===== config.mk =====
export PLATFORM = sky130hd
export DESIGN_NAME = spike_accumulator
export DESIGN_NICKNAME = d
export VERILOG_FILES = /design/src/rtl/spike_accumulator.sv
export SDC_FILE = /design/constraint.sdc
export NUM_CORES = 1
export LEC_CHECK = 0
export BUFFER_PORTS_ARGS = -buffer_cell sky130_fd_sc_hd__buf_4
export CORE_MARGIN = 8
export CORE_UTILIZATION = 49
export DETAILED_ROUTE_END_ITERATION = 10
export GPL_TIMING_DRIVEN = 0
export PLACE_DENSITY = 0.75
export SLEW_MARGIN = 20
export SYNTH_ARGS = -nofsm -noshare
export SYNTH_HDL_FRONTEND = slang
export SYNTH_SLANG_ARGS = --single-unit

===== constraint.sdc =====
create_clock -name clk -period 2.7 [get_ports clk]
set_input_delay 0.405 -clock clk [delete_from_list [all_inputs] [get_ports clk]]
set_output_delay 0.405 -clock clk [all_outputs]
set_load 0.02 [all_outputs]

===== src/rtl/spike_accumulator.sv =====
// spike_accumulator: per-synapse spike-weight integrator for an integrate-and-fire neuron.
// Optional saturation instead of wraparound when SPIKE_ACC_SATURATE_EN is defined.
module spike_accumulator #(
  parameter int DATA_WIDTH = 32
) (
  input  logic                  clk,
  input  logic                  rst,
  input  logic                  spike_in,
  input  logic [DATA_WIDTH-1:0] spike_weight,
  output logic [DATA_WIDTH-1:0] dout
);

  logic                  spike_q;
  logic                  rise;
  logic [DATA_WIDTH-1:0] acc;
  logic [DATA_WIDTH-1:0] acc_nxt;

  assign rise = spike_in & ~spike_q;

`ifdef SPIKE_ACC_SATURATE_EN
  logic [DATA_WIDTH:0] sum;

  assign sum = {1'b0, acc} + {1'b0, spike_weight};

  // Clamp to all-ones on carry-out; all-ones plus anything stays all-ones
  always_comb begin
    acc_nxt = sum[DATA_WIDTH-1:0];
    if (sum[DATA_WIDTH])
      acc_nxt = {DATA_WIDTH{1'b1}};
  end
`else
  // Plain modulo-2**DATA_WIDTH add, carry dropped
  always_comb begin
    acc_nxt = acc + spike_weight;
  end
`endif

  // Edge-detect history and running total; only a 0->1 edge adds weight
  always_ff @(posedge clk or posedge rst) begin
    if (rst) begin
      spike_q <= 1'b0;
      acc     <= '0;
    end else begin
      spike_q <= spike_in;
      if (rise)
        acc <= acc_nxt;
    end
  end

  assign dout = acc;

endmodule


==> flow_summary.json <==
{
  "status": "completed",
  "max_stage_delay_ps": 470,
  "portBuffers": 66,
  "hold_path_class": "input port to flop",
  "ioPinCount": 67,
  "gp_congestion": 0.904,
  "antenna_found_initial": 0,
  "max-vdd-ir-drop_uv": 560,
  "final_antenna_net_count": 0,
  "async_reset_ff_share_pct": 100,
  "coreArea_um2": 5570,
  "start_kind": "flop",
  "cts_root_buf": "clkbuf_8",
  "min_from": "spike_in",
  "htree_levels": 2,
  "hold_ws_ps": 229,
  "leakage_nw": 1.73,
  "synth_top_cell_area_share_pct": 29.0,
  "dp.cells": 488,
  "path_cells": "ha_2 -> nand2_1 -> o211a_1 -> nor3_4 -> o21ai_2 -> a2111o_1 -> a21o_1 -> mux2i_1 -> xnor2_1",
  "min_path_cells": 1,
  "relSlewSlack_pct": 49.8,
  "crit_fanout": 5,
  "drt-initial-drc-count": 115,
  "cts_tree": "yes",
  "regArea_um2": 826,
  "hold_end": "spike_q",
  "row_count": 27,
  "utilization_pct": 64.8,
  "final_nets": 491,
  "netlist_area_um2": 2850,
  "cts_made_buffers": 5,
  "die_h_um": 92.3,
  "synth_nets": 417,
  "grt_setup_unrepaired": "no",
  "area_delta_synth_final_pct": 26.8,
  "min_period_ps": 2580,
  "chipWidth_um": 92.3,
  "yosys-top-cells-area": "dfrtp_1, ha_1, nand2_1, o21ai_0, a21oi_1",
  "final_max_slew_viol_count": 0,
  "postSynthCellCount": 350,
  "cts.sinks": 33,
  "synth-main-ff-cell": "dfrtp_1",
  "clk_path_buf_depth": 2,
  "grt_pass1_vias": 2836,
  "setup_viol": 0,
  "avgSynthCellArea_um2": 8.14,
  "grt_pass1_wl_um": 13300,
  "drive_gt1_share_pct": 22.6,
  "die_area_um2": 8510,
  "vias": 2874,
  "max-cap-violations": 0,
  "place_ws_ps": -299,
  "fmax_mhz": 387,
  "timing.rr.end": "dout[31]",
  "drcViolationCount": 0,
  "grt.total_usage_pct": 18.7,
  "num-fill-cells": 501,
  "synthDistinctLibCells": 49,
  "synth_edf_count": 0,
  "final_cells": 497,
  "critPathLaunch": "dout[2]",
  "cp.required_ps": 2920,
  "diodes": 0,
  "wirelength_um": 7930,
  "tightest_slew_ps": 752,
  "period_share_pct": 95.7,
  "ys_seq_area_share_pct": 29.0,
  "drt_pass1_iterations": 5,
  "multi_input_area_um2": 1980,
  "start_util_pct": 51.1,
  "layout_commonest_cell": "buf_4",
  "ys_ff_latch": 33,
  "fin_ws_ps": 115,
  "powerDensity_nw_per_um2": 1210,
  "rr_worst_depth": 9,
  "dp_hpwl_um": 6110,
  "regToRegSetupSlack_ps": 120,
  "clk_latency_ps": 290,
  "wl_per_cell_um": 16.0,
  "yosys.area.top_type": "dfrtp_1",
  "fin_skew_ps": 5.85,
  "arrival_ps": 2800,
  "synth_warnings": 0,
  "drt-vias-per-instance": 5.78,
  "grt.overflow.total": 0,
  "reg2reg_from": "dout[2]",
  "clk_pin_slew_ps": 80,
  "hold_violations": 0,
  "final_cell_mix": "buf_4, nand2_1, dfrtp_1",
  "path_class": "flop to flop",
  "postCtsHoldBufs": 0,
  "slowest_stage": "a2111o_1",
  "end_kind": "flop",
  "grt_max_degree": 34
}
metal layers:
layer / up-vias / GRT usage, % / wire, um
met5: - / 0 / 0
met4: 0 / 4.83 / 59
met3: 8 / 4.81 / 499
met2: 89 / 30.9 / 3800
met1: 1364 / 23.7 / 3570
li1: 1413 / - / -
power by group:
group / internal, mW / switching (mW) / total, mW
Combinational: 1.26 / 1.70 / 2.97
Sequential: 0.724 / 0.203 / 0.928
Clock: 0.276 / 0.215 / 0.492
Total: 2.27 / 2.12 / 4.39
stage by stage:
step	area, um2	setup TNS [ps]	power [mW]
after floorplan	2850	0	2.96
after global placement	3440	-1360	3.73
after detailed placement	3440	-1350	3.79
after CTS	3570	0	4.35
after global routing	3610	0	4.77
final	3610	0	4.39
timing repair:
action,in CTS,in global routing
pin swaps,1,4
setup endpoints to repair,5,12
gates resized for setup,3,9
buffers inserted,1,1
worst max-delay path by stage:
stage | end | slack (ps) | cells after the start
after floorplan | dout[18] | 20 | 10
after global placement | dout[18] | -290 | 11
after detailed placement | dout[18] | -300 | 11
after CTS | dout[18] | 30 | 10
after global routing | dout[31] | 5 | 9
final | dout[31] | 120 | 9
worst max-delay path, delay by kind of cell, from the launching register on:
| family | cells | cell delay (ps) |
|---|---|---|
| compound gates | 4 | 1070 |
| flops | 1 | 410 |
| fa+ha+maj | 1 | 390 |
| mux | 1 | 180 |
| simple gates | 2 | 330 |
| xor+xnor | 1 | 140 |
registers in the layout, summed over array words and instances, names as in the netlist:
name     count
dout        32
spike_q      1
final cells by class:
cell class | count | share of cell area, %
Sequential cell | 33 | 22.8
Clock buffer | 5 | 1.90
Timing Repair Buffer | 68 | 14.1
Tap cell | 72 | 2.49
Multi-Input combinational cell | 292 | 54.9
Buffer | 14 | 1.45
Inverter | 10 | 1.04
Clock inverter | 3 | 1.28
synthesized netlist by cell type, types with 3 or more instances:
| cell | number |
|---|---|
| nand2_1 | 64 |
| dfrtp_1 | 33 |
| ha_1 | 31 |
| o21ai_0 | 31 |
| a21oi_1 | 28 |
| nor2_1 | 17 |
| a21o_1 | 13 |
| clkbuf_1 | 13 |
| xnor2_1 | 11 |
| inv_1 | 10 |
| nand4_1 | 10 |
| nand3_1 | 9 |
| xor2_1 | 9 |
| o21bai_1 | 6 |
| a211oi_1 | 4 |
| and2_1 | 4 |
| and3_1 | 4 |
| nor2b_1 | 4 |
| nor3_1 | 4 |
| o211ai_1 | 4 |
| nand2b_1 | 3 |
| o31ai_1 | 3 |
logic make-up after synthesis:
| group | share of synthesized area, % |
|---|---|
| simple gates | 19.9 |
| compound gates | 26.6 |
| flops | 29.0 |
| fa+ha+maj | 14.3 |
| buf+inv | 3.29 |
| xor+xnor | 6.15 |
| mux | 0.746 |
Power figures use the tool's default switching activity.
